File: src/rtl/fixed_dot_acc_if.sv
// Handshake bundle for fixed_dot_acc: Q8.8 product stream in, saturated Q8.8 result out.
// The block itself uses the slave modport; the producer/consumer side uses master.
interface fixed_dot_acc_if;
   logic        in_valid;
   logic        in_ready;
   logic [15:0] in_data;
   logic        out_valid;
   logic        out_ready;
   logic [15:0] out_data;
   logic        out_sat;

   modport master (
      output in_valid,
      output in_data,
      output out_ready,
      input  in_ready,
      input  out_valid,
      input  out_data,
      input  out_sat
   );

   modport slave (
      input  in_valid,
      input  in_data,
      input  out_ready,
      output in_ready,
      output out_valid,
      output out_data,
      output out_sat
   );
endinterface

File: src/rtl/fixed_dot_acc.sv
// Streaming dot-product accumulator: sums LEN Q8.8 products, emits one saturated Q8.8 result.
// Optional macro FIXED_DOT_RELU_EN clamps negative results to zero (out_sat unaffected).
module fixed_dot_acc #(
   parameter int unsigned LEN   = 8,
   parameter int unsigned ACC_W = 24
) (
   input logic           clk,
   input logic           rst,
   fixed_dot_acc_if.slave bus
);

   localparam int unsigned CntW = (LEN > 1) ? $clog2(LEN) : 1;
   localparam logic [CntW-1:0] CntLast = CntW'(LEN - 1);
   localparam logic signed [ACC_W-1:0] SatMax = ACC_W'(32'sd32767);
   localparam logic signed [ACC_W-1:0] SatMin = ACC_W'(-32'sd32768);

   typedef enum logic [1:0] {StIdle, StAcc, StOut} state_e;

   state_e                  state_q;
   logic signed [ACC_W-1:0] acc_q;
   logic [CntW-1:0]         cnt_q;
   logic [15:0]             out_data_q;
   logic                    out_sat_q;

   logic signed [ACC_W-1:0] sum;
   logic [15:0]             res_data;
   logic                    res_sat;

   assign sum = acc_q + {{(ACC_W-16){bus.in_data[15]}}, bus.in_data};

   always_comb begin
      res_data = sum[15:0];
      res_sat  = 1'b0;
      if (sum > SatMax) begin
         res_data = 16'h7FFF;
         res_sat  = 1'b1;
      end else if (sum < SatMin) begin
         res_data = 16'h8000;
         res_sat  = 1'b1;
      end
`ifdef FIXED_DOT_RELU_EN
      if (res_data[15]) begin
         res_data = 16'h0000;
      end
`else
`endif
   end

   // Final sum is registered straight into the output so acc never reaches the ports.
   always_ff @(posedge clk or posedge rst) begin
      if (rst) begin
         state_q    <= StIdle;
         acc_q      <= '0;
         cnt_q      <= '0;
         out_data_q <= '0;
         out_sat_q  <= 1'b0;
      end else begin
         unique case (state_q)
            StIdle: state_q <= StAcc;
            StAcc: begin
               if (bus.in_valid) begin
                  if (cnt_q == CntLast) begin
                     out_data_q <= res_data;
                     out_sat_q  <= res_sat;
                     acc_q      <= '0;
                     cnt_q      <= '0;
                     state_q    <= StOut;
                  end else begin
                     acc_q <= sum;
                     cnt_q <= cnt_q + 1'b1;
                  end
               end
            end
            StOut: begin
               if (bus.out_ready) begin
                  state_q <= StAcc;
               end
            end
            default: state_q <= StIdle;
         endcase
      end
   end

   assign bus.in_ready  = (state_q == StAcc);
   assign bus.out_valid = (state_q == StOut);
   assign bus.out_data  = out_data_q;
   assign bus.out_sat   = out_sat_q;

endmodule

File: src/flat_wrapper.sv
// flat-port wrapper written by rule: the top's interface ports become plain ports
module fixed_dot_acc_flat 
#(
   parameter int unsigned LEN   = 8,
   parameter int unsigned ACC_W = 24
)
  (clk, rst, bus_in_valid, bus_in_data, bus_out_ready, bus_in_ready, bus_out_valid, bus_out_data, bus_out_sat);
  fixed_dot_acc_if bus_i ();
  input logic clk;
  input logic rst;
  input wire logic [$bits(bus_i.in_valid)-1:0] bus_in_valid;
  input wire logic [$bits(bus_i.in_data)-1:0] bus_in_data;
  input wire logic [$bits(bus_i.out_ready)-1:0] bus_out_ready;
  output wire logic [$bits(bus_i.in_ready)-1:0] bus_in_ready;
  output wire logic [$bits(bus_i.out_valid)-1:0] bus_out_valid;
  output wire logic [$bits(bus_i.out_data)-1:0] bus_out_data;
  output wire logic [$bits(bus_i.out_sat)-1:0] bus_out_sat;
  assign bus_i.in_valid = bus_in_valid;
  assign bus_i.in_data = bus_in_data;
  assign bus_i.out_ready = bus_out_ready;
  assign bus_in_ready = bus_i.in_ready;
  assign bus_out_valid = bus_i.out_valid;
  assign bus_out_data = bus_i.out_data;
  assign bus_out_sat = bus_i.out_sat;
  fixed_dot_acc #(.LEN(LEN), .ACC_W(ACC_W)) u_core (.clk(clk), .rst(rst), .bus(bus_i));
endmodule
File: config.mk
export PLATFORM = sky130hd
export DESIGN_NAME = fixed_dot_acc_flat
export DESIGN_NICKNAME = d
export VERILOG_FILES = /design/src/rtl/fixed_dot_acc_if.sv /design/src/rtl/fixed_dot_acc.sv /design/src/flat_wrapper.sv
export SDC_FILE = /design/constraint.sdc
export NUM_CORES = 1
export LEC_CHECK = 0
export ABC_AREA = 1
export ABC_CLOCK_PERIOD_IN_PS = 6900
export BUFFER_PORTS_ARGS = -buffer_cell sky130_fd_sc_hd__buf_2
export CORE_MARGIN = 8
export CORE_UTILIZATION = 40
export CTS_BUF_LIST = sky130_fd_sc_hd__clkbuf_4 sky130_fd_sc_hd__clkbuf_8
export CTS_CLUSTER_DIAMETER = 100
export DETAILED_ROUTE_END_ITERATION = 16
export PLACE_DENSITY = 0.55
export REMOVE_ABC_BUFFERS = 1
export SLEW_MARGIN = 10
export SYNTH_ARGS = -nofsm -noshare
export SYNTH_HDL_FRONTEND = slang
export SYNTH_SLANG_ARGS = --single-unit
File: constraint.sdc
create_clock -name clk -period 6.9 [get_ports clk]
set_clock_uncertainty 0.15 [all_clocks]
set_input_delay 0.69 -clock clk [delete_from_list [all_inputs] [get_ports clk]]
set_output_delay 0.69 -clock clk [all_outputs]
set_load 0.01 [all_outputs]
-- Word-level counts from Yosys, hierarchy flattened
Cells that the tools add are included.
- flip-flop bits (word level): 46
- bits of input ports: 20
- output and inout bits: 19
- logic and storage cells: 29
- $add $sub $neg: 2
- order comparisons: 2
- eq/ne operators: 6
- multiplexer cells: 10
- reduce and logical (&&, ||, !) cells: 4
- operators with widths (kind ; count):
    2-to-1 mux 16 bit ; 2
    adder 24 bit ; 1
    > comparator 24 x 16 -> 1 bit (second input constant) ; 1
    < comparator 24 x 16 -> 1 bit (second input constant) ; 1
    2-to-1 mux 24 bit ; 1
    2-to-1 mux 2 bit ; 3
    case mux 2 bit (3 select lines) ; 1
    AND reduction 3 bit ; 2
    != test 2 bit (second input constant) ; 2
    adder 3 x 1 -> 3 bit (second input constant) ; 1
    equality test 3 bit (second input constant) ; 1
    2-to-1 mux 3 bit ; 1
    equality test 2 x 1 -> 1 bit (second input constant) ; 1
    equality test 2 bit (second input constant) ; 1
    zero test 2 bit ; 1
    2-to-1 mux 1 bit ; 2
    != test 2 x 1 -> 1 bit (second input constant) ; 1
    AND reduction 2 bit ; 1

-- Depth between registers and ports, before layout
- word-level depth: 4
- mapped depth: 18
- gate-level depth less buffers: 18

-- Worst setup path before layout
Ideal clock, no wire load.
- kind: input to register
- start: in bus_in_data[0]
- end: reg u_core.out_data_q[14] (netlist: u_core.bus.out_data[14])
- setup time: 123 ps
- data arrival time: 2390 ps
- setup slack: 4237 ps
- stages on the path: 14
- path buffers: 1
- path through: ha_1 > fa_1 > nand2_1 > nand3_1 > and2_1 > nand2_1 > nand4_1 > nand2_1 > nand2_1 > nor2_1 > nand2_1 > nand3_4 > buf_8 > nand3_2
- word-level cells in the longest chain between the ends: 4
- elaborated cells on any way between the ends: 5
- classes of those cells: add/sub (1); order compare (2); mux (2)
- ends and longest elaborated chain (what ; line ; RTL):
    start, declared ; flat_wrapper.sv:12 ; input wire logic [$bits(bus_i.in_data)-1:0] bus_in_data;
    adder 24 bit * ; fixed_dot_acc.sv:29 ; assign sum = acc_q + {{(ACC_W-16){bus.in_data[15]}}, bus.in_data};
    < comparator 24 x 16 -> 1 bit ; fixed_dot_acc.sv:37 ; end else if (sum < SatMin) begin
    2-to-1 mux 16 bit ; fixed_dot_acc.sv:37 ;
    2-to-1 mux 16 bit * ; fixed_dot_acc.sv:34 ; if (sum > SatMax) begin
    end signal, assigned ; fixed_dot_acc.sv:63 ; out_data_q <= res_data;
    end, declared ; fixed_dot_acc.sv:22 ; logic [15:0] out_data_q;
Every way passes the cells marked *; elsewhere a longest branch is shown, timed or not.
A chain may end at the register's enable or synchronous reset.

-- Worst setup path in the final report
- start: in bus_in_data[0]
- end: reg u_core.out_data_q[11] (netlist: u_core.bus.out_data[11])
Same word-level chain as after synthesis.

==> impl_metrics.env <==
export IMPL_status="complete, no violations"
export IMPL_worstPathCellList="buf_2 > ha_1 > fa_1 > nand2_1 > nand3_1 > nand3_1 > nand2_1 > nand2_1 > nand3_1 > nand2_1 > nand3_1 > nor2_1 > nand2_1 > nand3_4 > nand3_1"
export IMPL_fp_row_count=35
export IMPL_synthArstFlopShare_pct=100
export IMPL_hpwl_microns=7740
export IMPL_avgSynthCellArea_sq_um=7.07
export IMPL_cts_made_buffers=5
export IMPL_cts_setup_buffers=0
export IMPL_n_antenna_cell=0
export IMPL_cts_resized=0
export IMPL_cts_hold_buf=0
export IMPL_cts_max_path_buffers=2
export IMPL_ys_ff_latch=46
export IMPL_yosys_warnings=0
export IMPL_nNetsFinal=607
export IMPL_ys_seq_area_share_pct=31.2
export IMPL_ant_nets=0
export IMPL_end_kind="register"
export IMPL_grt_max_degree=47
export IMPL_slew_limit_headroom_pct=32.7
export IMPL_drive_gt1_share_pct=16.7
export IMPL_power_density_nw_per_um2=486
export IMPL_numPortBuffers=38
export IMPL_cp_max_fo=15
export IMPL_initial_utilization_pct=40.5
export IMPL_path_class="in2reg"
export IMPL_combPwrFrac_pct=65.7
export IMPL_period_share_pct=40.3
export IMPL_drt_total_wl_microns=9590
export IMPL_clock_latency_ns=0.30
export IMPL_dp_slack_ns=3.80
export IMPL_synth_most_common_cell="nand2_1"
export IMPL_via_count=3344
export IMPL_dr_pass1_iters=5
export IMPL_netlist_area_leader_share_pct=31.2
export IMPL_fin_ws_ns=4.12
export IMPL_cts_root_buffer="clkbuf_8"
export IMPL_yosysUniqueCellTypes=33
export IMPL_worstHoldPathType="reg2reg"
export IMPL_cp_required_ns=6.93
export IMPL_rsz0062_at_grt="false"
export IMPL_synthTopCellsByArea="dfrtp_1, nand2_1, ha_1, inv_1, nand3_1"
export IMPL_hold_violations=0
export IMPL_io_pins=39
export IMPL_p_int_mw=0.983
export IMPL_power_frac_clock_pct=10.5
export IMPL_grt_pass1_wl_microns=15900
export IMPL_die_y_microns=112
export IMPL_setup_viol=0
export IMPL_gr_total_overflow=0
export IMPL_htreeDepth=2
export IMPL_core_sq_um=9110
export IMPL_syn_area_sq_um=3690
export IMPL_cp_slowest_cell="fa_1"
export IMPL_synth_top_cell_by_area="dfrtp_1"
export IMPL_worst_hold_slack_ns=0.334
export IMPL_max_stage_delay_ns=0.44
export IMPL_worstMarginPinSlew_ns=1.01
export IMPL_power_leakage_nw=2.29
export IMPL_post_drt_wl_per_cell_microns=14.3
export IMPL_gp_congestion=0.876
export IMPL_synth_main_ff_cell="dfrtp_1"
export IMPL_antenna_found_initial=0
export IMPL_fmax_mhz=360
export IMPL_max_vdd_ir_drop_mv=0.256
export IMPL_power_frac_seq_pct=23.8
export IMPL_area_growth_pct=10.9
export IMPL_setup_tns_ns=0
export IMPL_clock_sinks=46
export IMPL_cts_tree="done"
export IMPL_arrival_ns=2.81
export IMPL_die_w_microns=112
export IMPL_power_switching_share_pct=50.6
export IMPL_die_area_sq_um=12600
export IMPL_maxCapViolations=0
export IMPL_p_switching_mw=1.01
export IMPL_drt_iter0_drc=176
export IMPL_grt_usage_pct=15.4
export IMPL_grt_pass1_vias=3309
export IMPL_yosys_top_cells_count="nand2_1, inv_1, dfrtp_1, nand3_1"
export IMPL_clk_pin_slew_worst_paths_ns=0.09
export IMPL_start_kind="primary input"
export IMPL_maxSlewViolCount=0
export IMPL_synth_edf_count=0
export IMPL_fin_crit_ns=2.78
export IMPL_drcViolationCount=0
export IMPL_synthCells=522
export IMPL_via_per_inst=4.97
==> metrics by stage <==
step	std cells	utilization, %	power [mW]	instance area (sq um)
floorplan	515	-	1.44	3640
global placement	665	43.7	1.77	3980
detailed placement	665	43.7	1.79	3980
CTS	673	44.9	2.01	4090
global route	673	44.9	2.19	4090
finish	673	44.9	1.99	4090
==> cell usage in the layout (no fill, tap or decap) <==
master / count
a21oi_1: 18
a21oi_2: 1
a22o_1: 16
and2_1: 2
buf_2: 38
buf_4: 1
bufinv_16: 1
clkbuf_4: 1
clkbuf_8: 5
clkinv_1: 1
clkinv_2: 1
clkinvlp_4: 1
dfrtp_1: 46
fa_1: 1
ha_1: 25
inv_1: 74
inv_2: 4
nand2_1: 174
nand2_2: 10
nand2_4: 1
nand3_1: 46
nand3_2: 13
nand3_4: 1
nand4_1: 7
nor2_1: 25
nor2_2: 6
nor2_4: 4
nor3_1: 3
nor3_2: 2
o21ai_0: 15
o21ai_2: 1
o21bai_1: 1
or2_2: 2
xnor2_1: 6
xnor2_2: 1
xor2_1: 8
==> cell type report <==
class | instances | area, sq um
fillers | 949 | 5020
multi-input cells | 389 | 2190
flip-flops and latches | 46 | 1150
inverters | 80 | 302
repair buffers | 39 | 198
well taps | 111 | 139
clock buffers | 6 | 76.3
clock inverters | 2 | 37.5
==> critical path: cells and delay by family <==
kind / cells / cell delay, ns
buf+inv: 1 / 0.10
fa+ha+maj: 2 / 0.66
simple gates: 12 / 1.36
==> per-layer routing <==
layer	routed length [microns]	track usage, %	up-vias
met4	201	4.41	0
met5	0	0	-
met1	4470	19.6	1511
li1	-	-	1742
met3	458	2.95	13
met2	4460	26.1	78
==> worst paths after layout <==
| kind | startpoint | end | slack, ns | cells after the start |
|---|---|---|---|---|
| min | u_core.bus.out_sat | u_core.bus.out_sat | 0.33 | 2 |
| max | bus_in_data[0] | u_core.bus.out_data[11] | 4.12 | 15 |
| max reg2reg | u_core.state_q[0] | u_core.acc_q[23] | 4.17 | 8 |
| max in group asynchronous | rst | u_core.acc_q[8] | 5.50 | 2 |
| min reg2reg | u_core.bus.out_sat | u_core.bus.out_sat | 0.33 | 2 |
| min in group asynchronous | rst | u_core.bus.out_data[13] | 0.47 | 2 |
==> flip-flops by register name, indices dropped and copies added (netlist names) <==
signal,flops
u_core.state_q,2
u_core.cnt_q,3
u_core.bus.out_sat,1
u_core.bus.out_data,16
u_core.acc_q,24
==> cell families (layout without fill, tap and decap cells) <==
family / after synthesis / in the layout / synth area share [%]
and+or+nand+nor: 296 / 296 / 37.5
buffers and inverters: 87 / 127 / 9.53
AOI/OAI and AO/OA: 52 / 52 / 8.95
DFF: 46 / 46 / 31.2
adders and majority gates: 26 / 26 / 9.02
xor gates and xnor gates: 15 / 15 / 3.76
==> power by group through the flow <==
stage	Clock [mW]	Combinational (mW)	Sequential (mW)
after global placement	0	1.30	0.475
after floorplan	0	0.953	0.488
after CTS	0.216	1.32	0.474
after global routing	0.226	1.47	0.489
after detailed placement	0	1.31	0.479
final	0.209	1.31	0.473
(Power assumes the default switching activity.)
